$ cat src/rtl/mips_pkg.sv
// Shared MIPS definitions: supported opcodes, end-of-program marker and
// the program-loader state encoding.
package mips_pkg;

   localparam logic [31:0] HALT_WORD = 32'hFFFF_FFFF;

   localparam logic [5:0] OP_RTYPE = 6'b000000;
   localparam logic [5:0] OP_ADDI  = 6'b001000;
   localparam logic [5:0] OP_ANDI  = 6'b001100;
   localparam logic [5:0] OP_BEQ   = 6'b000100;
   localparam logic [5:0] OP_BNE   = 6'b000101;
   localparam logic [5:0] OP_J     = 6'b000010;
   localparam logic [5:0] OP_JAL   = 6'b000011;
   localparam logic [5:0] OP_LB    = 6'b100000;
   localparam logic [5:0] OP_LBU   = 6'b100100;
   localparam logic [5:0] OP_LH    = 6'b100001;
   localparam logic [5:0] OP_LHU   = 6'b100101;
   localparam logic [5:0] OP_LUI   = 6'b001111;
   localparam logic [5:0] OP_LW    = 6'b100011;
   localparam logic [5:0] OP_LWU   = 6'b100111;
   localparam logic [5:0] OP_ORI   = 6'b001101;
   localparam logic [5:0] OP_SB    = 6'b101000;
   localparam logic [5:0] OP_SH    = 6'b101001;
   localparam logic [5:0] OP_SW    = 6'b101011;
   localparam logic [5:0] OP_SLTI  = 6'b001010;
   localparam logic [5:0] OP_XORI  = 6'b001110;

   typedef enum logic [1:0] {
      ST_IDLE  = 2'd0,
      ST_RECV  = 2'd1,
      ST_WRITE = 2'd2,
      ST_DONE  = 2'd3
   } loader_state_e;

   // True when the controller can decode this opcode.
   function automatic logic op_supported(input logic [5:0] op);
      case (op)
         OP_RTYPE, OP_ADDI, OP_ANDI, OP_BEQ, OP_BNE, OP_J, OP_JAL,
         OP_LB, OP_LBU, OP_LH, OP_LHU, OP_LUI, OP_LW, OP_LWU, OP_ORI,
         OP_SB, OP_SH, OP_SW, OP_SLTI, OP_XORI: op_supported = 1'b1;
         default:                               op_supported = 1'b0;
      endcase
   endfunction

endpackage

$ cat src/rtl/instr_loader_if.sv
// Byte stream in from the UART receiver, word writes out to instruction memory.
interface instr_loader_if #(
   parameter int NB_BYTE  = 8,
   parameter int NB_INSTR = 32,
   parameter int NB_ADDR  = 8
);
   logic                i_rx_valid;
   logic [NB_BYTE-1:0]  i_rx_data;
   logic                o_imem_we;
   logic [NB_ADDR-1:0]  o_imem_addr;
   logic [NB_INSTR-1:0] o_imem_data;

   // Environment side: supplies bytes, observes memory writes.
   modport master (output i_rx_valid, i_rx_data,
                   input  o_imem_we, o_imem_addr, o_imem_data);
   // Loader side.
   modport slave  (input  i_rx_valid, i_rx_data,
                   output o_imem_we, o_imem_addr, o_imem_data);
endinterface

$ cat src/rtl/instr_legal_check.sv
// Combinational legality check: supported opcode, or the HALT marker itself.
module instr_legal_check
   import mips_pkg::*;
#(
   parameter int              NB_INSTR  = 32,
   parameter logic [NB_INSTR-1:0] HALT_W = mips_pkg::HALT_WORD
) (
   input  logic [NB_INSTR-1:0] i_word,
   output logic                o_legal
);
   assign o_legal = op_supported(i_word[NB_INSTR-1 -: 6]) || (i_word == HALT_W);
endmodule

$ cat src/rtl/instr_loader.sv
// Assembles big-endian UART bytes into words and writes them to instruction
// memory from address 0 until HALT or the memory is full.
module instr_loader
   import mips_pkg::*;
#(
   parameter int                  NB_BYTE   = 8,
   parameter int                  NB_INSTR  = 32,
   parameter int                  NB_ADDR   = 8,
   parameter logic [NB_INSTR-1:0] HALT_WORD = mips_pkg::HALT_WORD
) (
   input  logic             i_clk,
   input  logic             i_reset,
   input  logic             i_start,
   instr_loader_if.slave    bus,
   output logic             o_busy,
   output logic             o_done,
   output logic [NB_ADDR:0] o_word_count,
   output logic             o_err_opcode,
   output logic             o_err_overflow
);
   localparam int NB_SHIFT = NB_INSTR - NB_BYTE;

   loader_state_e       state_q, state_d;
   logic [1:0]          cnt_q, cnt_d;
   logic [NB_SHIFT-1:0] shift_q, shift_d;
   logic [NB_ADDR-1:0]  addr_q, addr_d;
   logic [NB_INSTR-1:0] data_q, data_d;
   logic                we_q, we_d;
   logic [NB_ADDR:0]    count_q, count_d;
   logic                busy_q, busy_d;
   logic                done_q, done_d;
   logic                err_op_q, err_op_d;
   logic                err_ov_q, err_ov_d;
   logic                legal;

   instr_legal_check #(.NB_INSTR(NB_INSTR), .HALT_W(HALT_WORD)) u_legal (
      .i_word  (data_q),
      .o_legal (legal)
   );

   // Next-state, byte assembly and write sequencing.
   always_comb begin
      state_d  = state_q;
      cnt_d    = cnt_q;
      shift_d  = shift_q;
      addr_d   = addr_q;
      data_d   = data_q;
      we_d     = 1'b0;
      count_d  = count_q;
      busy_d   = busy_q;
      done_d   = done_q;
      err_op_d = err_op_q;
      err_ov_d = err_ov_q;
      case (state_q)
         ST_IDLE, ST_DONE: begin
            // Bytes are ignored here, even one coincident with i_start.
            if (i_start) begin
               state_d  = ST_RECV;
               cnt_d    = '0;
               shift_d  = '0;
               addr_d   = '0;
               count_d  = '0;
               busy_d   = 1'b1;
               done_d   = 1'b0;
               err_op_d = 1'b0;
               err_ov_d = 1'b0;
            end
         end
         ST_RECV: begin
            if (bus.i_rx_valid) begin
               shift_d = {shift_q[NB_SHIFT-NB_BYTE-1:0], bus.i_rx_data};
               cnt_d   = cnt_q + 2'd1;
               if (cnt_q == 2'd3) begin
                  data_d  = {shift_q, bus.i_rx_data};
                  we_d    = 1'b1;
                  state_d = ST_WRITE;
               end
            end
         end
         ST_WRITE: begin
            count_d = count_q + {{NB_ADDR{1'b0}}, 1'b1};
            if (!legal) err_op_d = 1'b1;
            // A byte here is the first byte of the next word.
            if (bus.i_rx_valid) begin
               shift_d = {shift_q[NB_SHIFT-NB_BYTE-1:0], bus.i_rx_data};
               cnt_d   = cnt_q + 2'd1;
            end
            if (data_q == HALT_WORD) begin
               state_d = ST_DONE;
               busy_d  = 1'b0;
               done_d  = 1'b1;
            end else if (&addr_q) begin
               state_d  = ST_DONE;
               busy_d   = 1'b0;
               done_d   = 1'b1;
               err_ov_d = 1'b1;
            end else begin
               addr_d  = addr_q + {{(NB_ADDR-1){1'b0}}, 1'b1};
               state_d = ST_RECV;
            end
         end
         default: state_d = ST_IDLE;
      endcase
   end

   // State and output registers.
   always_ff @(posedge i_clk) begin
      if (i_reset) begin
         state_q  <= ST_IDLE;
         cnt_q    <= '0;
         shift_q  <= '0;
         addr_q   <= '0;
         data_q   <= '0;
         we_q     <= 1'b0;
         count_q  <= '0;
         busy_q   <= 1'b0;
         done_q   <= 1'b0;
         err_op_q <= 1'b0;
         err_ov_q <= 1'b0;
      end else begin
         state_q  <= state_d;
         cnt_q    <= cnt_d;
         shift_q  <= shift_d;
         addr_q   <= addr_d;
         data_q   <= data_d;
         we_q     <= we_d;
         count_q  <= count_d;
         busy_q   <= busy_d;
         done_q   <= done_d;
         err_op_q <= err_op_d;
         err_ov_q <= err_ov_d;
      end
   end

   assign bus.o_imem_we   = we_q;
   assign bus.o_imem_addr = addr_q;
   assign bus.o_imem_data = data_q;
   assign o_busy          = busy_q;
   assign o_done          = done_q;
   assign o_word_count    = count_q;
   assign o_err_opcode    = err_op_q;
   assign o_err_overflow  = err_ov_q;

endmodule
$ cat src/flat_wrapper.sv
// flat-port wrapper written by rule: the top's interface ports become plain ports
module instr_loader_flat import mips_pkg::*;
#(
   parameter int                  NB_BYTE   = 8,
   parameter int                  NB_INSTR  = 32,
   parameter int                  NB_ADDR   = 8,
   parameter logic [NB_INSTR-1:0] HALT_WORD = mips_pkg::HALT_WORD
)
  (i_clk, i_reset, i_start, o_busy, o_done, o_word_count, o_err_opcode, o_err_overflow, bus_i_rx_valid, bus_i_rx_data, bus_o_imem_we, bus_o_imem_addr, bus_o_imem_data);
  instr_loader_if #(.NB_BYTE(NB_BYTE), .NB_INSTR(NB_INSTR), .NB_ADDR(NB_ADDR)) bus_i ();
  input  logic i_clk;
  input  logic i_reset;
  input  logic i_start;
  output logic o_busy;
  output logic o_done;
  output logic [NB_ADDR:0] o_word_count;
  output logic o_err_opcode;
  output logic o_err_overflow;
  input wire logic [$bits(bus_i.i_rx_valid)-1:0] bus_i_rx_valid;
  input wire logic [$bits(bus_i.i_rx_data)-1:0] bus_i_rx_data;
  output wire logic [$bits(bus_i.o_imem_we)-1:0] bus_o_imem_we;
  output wire logic [$bits(bus_i.o_imem_addr)-1:0] bus_o_imem_addr;
  output wire logic [$bits(bus_i.o_imem_data)-1:0] bus_o_imem_data;
  assign bus_i.i_rx_valid = bus_i_rx_valid;
  assign bus_i.i_rx_data = bus_i_rx_data;
  assign bus_o_imem_we = bus_i.o_imem_we;
  assign bus_o_imem_addr = bus_i.o_imem_addr;
  assign bus_o_imem_data = bus_i.o_imem_data;
  instr_loader #(.NB_BYTE(NB_BYTE), .NB_INSTR(NB_INSTR), .NB_ADDR(NB_ADDR), .HALT_WORD(HALT_WORD)) u_core (.i_clk(i_clk), .i_reset(i_reset), .i_start(i_start), .bus(bus_i), .o_busy(o_busy), .o_done(o_done), .o_word_count(o_word_count), .o_err_opcode(o_err_opcode), .o_err_overflow(o_err_overflow));
endmodule
$ cat config.mk
export PLATFORM = sky130hd
export DESIGN_NAME = instr_loader_flat
export DESIGN_NICKNAME = d
export VERILOG_FILES = /design/src/rtl/mips_pkg.sv /design/src/rtl/instr_loader_if.sv /design/src/rtl/instr_legal_check.sv /design/src/rtl/instr_loader.sv /design/src/flat_wrapper.sv
export SDC_FILE = /design/constraint.sdc
export NUM_CORES = 1
export LEC_CHECK = 0
export ABC_AREA = 1
export CAP_MARGIN = 5
export CORE_MARGIN = 2
export CORE_UTILIZATION = 40
export CTS_BUF_LIST = sky130_fd_sc_hd__clkbuf_8
export DETAILED_ROUTE_END_ITERATION = 10
export GPL_TIMING_DRIVEN = 1
export REMOVE_ABC_BUFFERS = 1
export SYNTH_ARGS = -nofsm -noshare
export SYNTH_HDL_FRONTEND = slang
export SYNTH_SLANG_ARGS = --single-unit
$ cat constraint.sdc
create_clock -name i_clk -period 2.75 [get_ports i_clk]
set_input_delay 0.55 -clock i_clk [delete_from_list [all_inputs] [get_ports i_clk]]
set_output_delay 0.55 -clock i_clk [all_outputs]
set_load 0.02 [all_outputs]
==> metrics.yaml <==
run:
  maxCapViolations: 0
worst_setup_path:
  crit_arrival_ns: 2.45
  worstPathRequired_ns: 3.00
  critPathMaxFanout: 27
  r2r-start: "u_core.state_q[0]"
  setup.worst_path.start: "u_core.state_q[0]"
  r2r_setup_slack_ns: 0.56
  critPathLaunchType: "register"
  crit_path_end_kind: "register"
  rr_endpoint: "u_core.o_word_count[6]"
  crit_path_end: "u_core.o_word_count[6]"
  critical_path_class: "register to register"
  r2r_cells: 10
grt:
  grt_first_pass_wirelength_mm: 15.34
  antenna_found_initial: 0
  track_usage_pct: 19.15
  overflow: 0
  grt_max_degree: 47
  grt_pass1_vias: 3242
routing:
  drtIter0Drc: 190
  routed_wl_mm: 9.347
  wl_per_cell_um: 13.67
  vias: 3449
  drc: 0
  dr.pass1.iters: 4
  viasPerCell: 5.042
  drtAntennaViolNets: 0
synth:
  yosys.area.top_type: "dfxtp_1"
  synth_cells: 510
  synth_top_area_share_pct: 45.76
  synth_edf_count: 0
  ys.flop_type: "dfxtp_1"
  syn-mean-instance-area_um2: 7.120
  syn_area_mm2: 0.003631
  synth_area_leaders: "dfxtp_1, nand2_1, a21oi_1, nor2_1, nand3_1"
  async_flop_share_pct: 0
  ys_ff_latch: 83
  synth-seq-area-share_pct: 45.76
  yosysUniqueCellTypes: 29
  synth_most_common_cell: "nand2_1"
  yosysWarnings: 0
  synthTopCellsByCount: "nand2_1, dfxtp_1, a21oi_1, nor2_1, nand3_1"
placed_design:
  place.gp.congestion: 0.7886
  hpwl_mm: 6.489
  port-buffer-count: 65
  dpl_worst_slack_ns: 0.3915
floorplanning:
  fp.dieW_um: 99.28
  io_pins: 66
  rows: 34
  die_height_um: 99.28
  core_area_mm2: 0.008763
  dieArea_mm2: 0.009856
  initial_core_util_pct: 41.43
pwr:
  power_density_mw_per_mm2: 520.6
  peakVddDrop_uv: 356.3
  leakagePower_uw: 0.001541
timing:
  finalHoldViolCount: 0
  fin_skew_ns: 0.008354
  fmax_mhz: 455.7
  period_needed_ns: 2.194
  whs_ns: 0.4724
  period_share_pct: 79.79
  finalWorstSetupSlack_ns: 0.5557
  relSlewSlack_pct: 68.36
  setup-tns-final_ns: 0
  tightest_slew_ns: 0.4728
  setup_violations: 0
  final-max-slew-violation-count: 0
  rsz0062_at_grt: "false"
clock_network:
  cts-root-buf: "clkbuf_8"
  insertion_delay_ns: 0.35
  numCtsBuffers: 9
  cts_resized: 0
  path_clk_slew_ns: 0.09
  numClockSinks: 83
  htreeDepth: 3
  post_cts_buffers: 0
  cts_tree: "yes"
  cts_max_path_buffers: 2
  cts_hold_buf: 0
finish:
  drive_above_1_share_pct: 6.424
  regArea_mm2: 0.001662
  multi_input_area_mm2: 0.001762
  diodes: 0
  finish.net_count: 589
  n_fill_cell: 878
  syn_to_final_growth_pct: 25.36
  fin_util_pct: 51.94
worst_hold_path:
  worstHoldPathType: "register to register"
status:
  status: "finished clean"
state kept, by name (all words and copies together) (netlist names), named ones only:
signal / flops
u_core.bus.o_imem_we: 1
u_core.state_q: 2
u_core.cnt_q: 2
u_core.o_done: 1
u_core.bus.o_imem_data: 32
u_core.bus.o_imem_addr: 8
u_core.shift_q: 24
u_core.o_err_overflow: 1
u_core.o_err_opcode: 1
u_core.o_busy: 1
u_core.o_word_count: 9
through the flow:
stage | power [uW] | instances | area [um^2]
final | 2370 | 684 | 4552
after detailed placement | 1532 | 668 | 4357
after CTS | 2394 | 684 | 4552
after global routing | 2478 | 684 | 4552
after global placement | 1527 | 668 | 4357
after floorplan | 1423 | 489 | 3531
cell families (layout without fill, tap and decap cells):
logic type                 count (synthesis)  after routing  synth area share (%)
and+or+nand+nor                          283            283                 33.53
AOI/OAI and AO/OA                         87             87                 12.44
DFF                                       83             83                 45.76
buffers and inverters                     49            115                 5.720
adders and majority gates                  6              6                 2.067
xor gates and xnor gates                   2              2                0.4825
worst max-delay path: stages, from the launching register on:
cell,delay (ns)
dfxtp_1,0.39
inv_1,0.06
ha_1,0.45
nand2_4,0.27
o21ai_4,0.28
and3_1,0.28
nand2_2,0.08
nor2_2,0.11
nand3_1,0.07
nand2_1,0.07
nor2_1,0.04
metal layers:
metal / part of all wire [%] / global-route usage [%] / vias to the layer above
met5: 0 / 0 / -
met2: 50 / 32.38 / 76
met3: 5.4 / 4.287 / 2
li1: - / - / 1770
met1: 44 / 24.80 / 1601
met4: 0.33 / 4.953 / 0
layout by cell type (no fill, tap or decap), drive strengths merged:
| cell type | n |
|---|---|
| o21bai | 1 |
| nor2 | 56 |
| nand4 | 9 |
| inv | 30 |
| nand3 | 38 |
| nor3 | 5 |
| clkdlybuf4s50 | 64 |
| nand3b | 1 |
| clkinv | 1 |
| nor3b | 2 |
| a21oi | 78 |
| and3 | 2 |
| ha | 6 |
| dfxtp | 83 |
| a21o | 1 |
| clkinvlp | 2 |
| xor2 | 2 |
| bufinv | 1 |
| nand2 | 170 |
| clkbuf | 10 |
| buf | 7 |
| o21ai | 7 |
where the power goes:
part	total (uW)	internal, uW	leakage (uW)	switching [uW]
Combinational	257	79.0	0.000770	178
Clock	868	437	0.000101	431
Sequential	1240	1220	0.000670	19.8
final cells by class:
class                           instances  share of cell area, %
Sequential cell                        83                  36.50
Clock buffer                           10                  3.024
Inverter                               28                  2.364
Clock inverter                          6                  1.264
Tap cell                              108                  2.969
Timing Repair Buffer                   71                  15.17
Multi-Input combinational cell        378                  38.70
worst min path at each step:
stage                        from                    endpoint  slack [ns]  depth (start not counted)
2_1_floorplan     u_core.cnt_q[0]             u_core.cnt_q[0]        0.43                          1
3_3_place_gp      u_core.cnt_q[0]             u_core.cnt_q[0]        0.45                          1
3_5_place_dp      u_core.cnt_q[0]             u_core.cnt_q[0]        0.46                          1
4_1_cts           u_core.cnt_q[0]             u_core.cnt_q[0]        0.47                          1
5_1_grt        u_core.shift_q[17]  u_core.bus.o_imem_data[25]        0.50                          2
6_report       u_core.shift_q[17]  u_core.bus.o_imem_data[25]        0.47                          2
No activity file was read; power rests on OpenSTA's default activity.
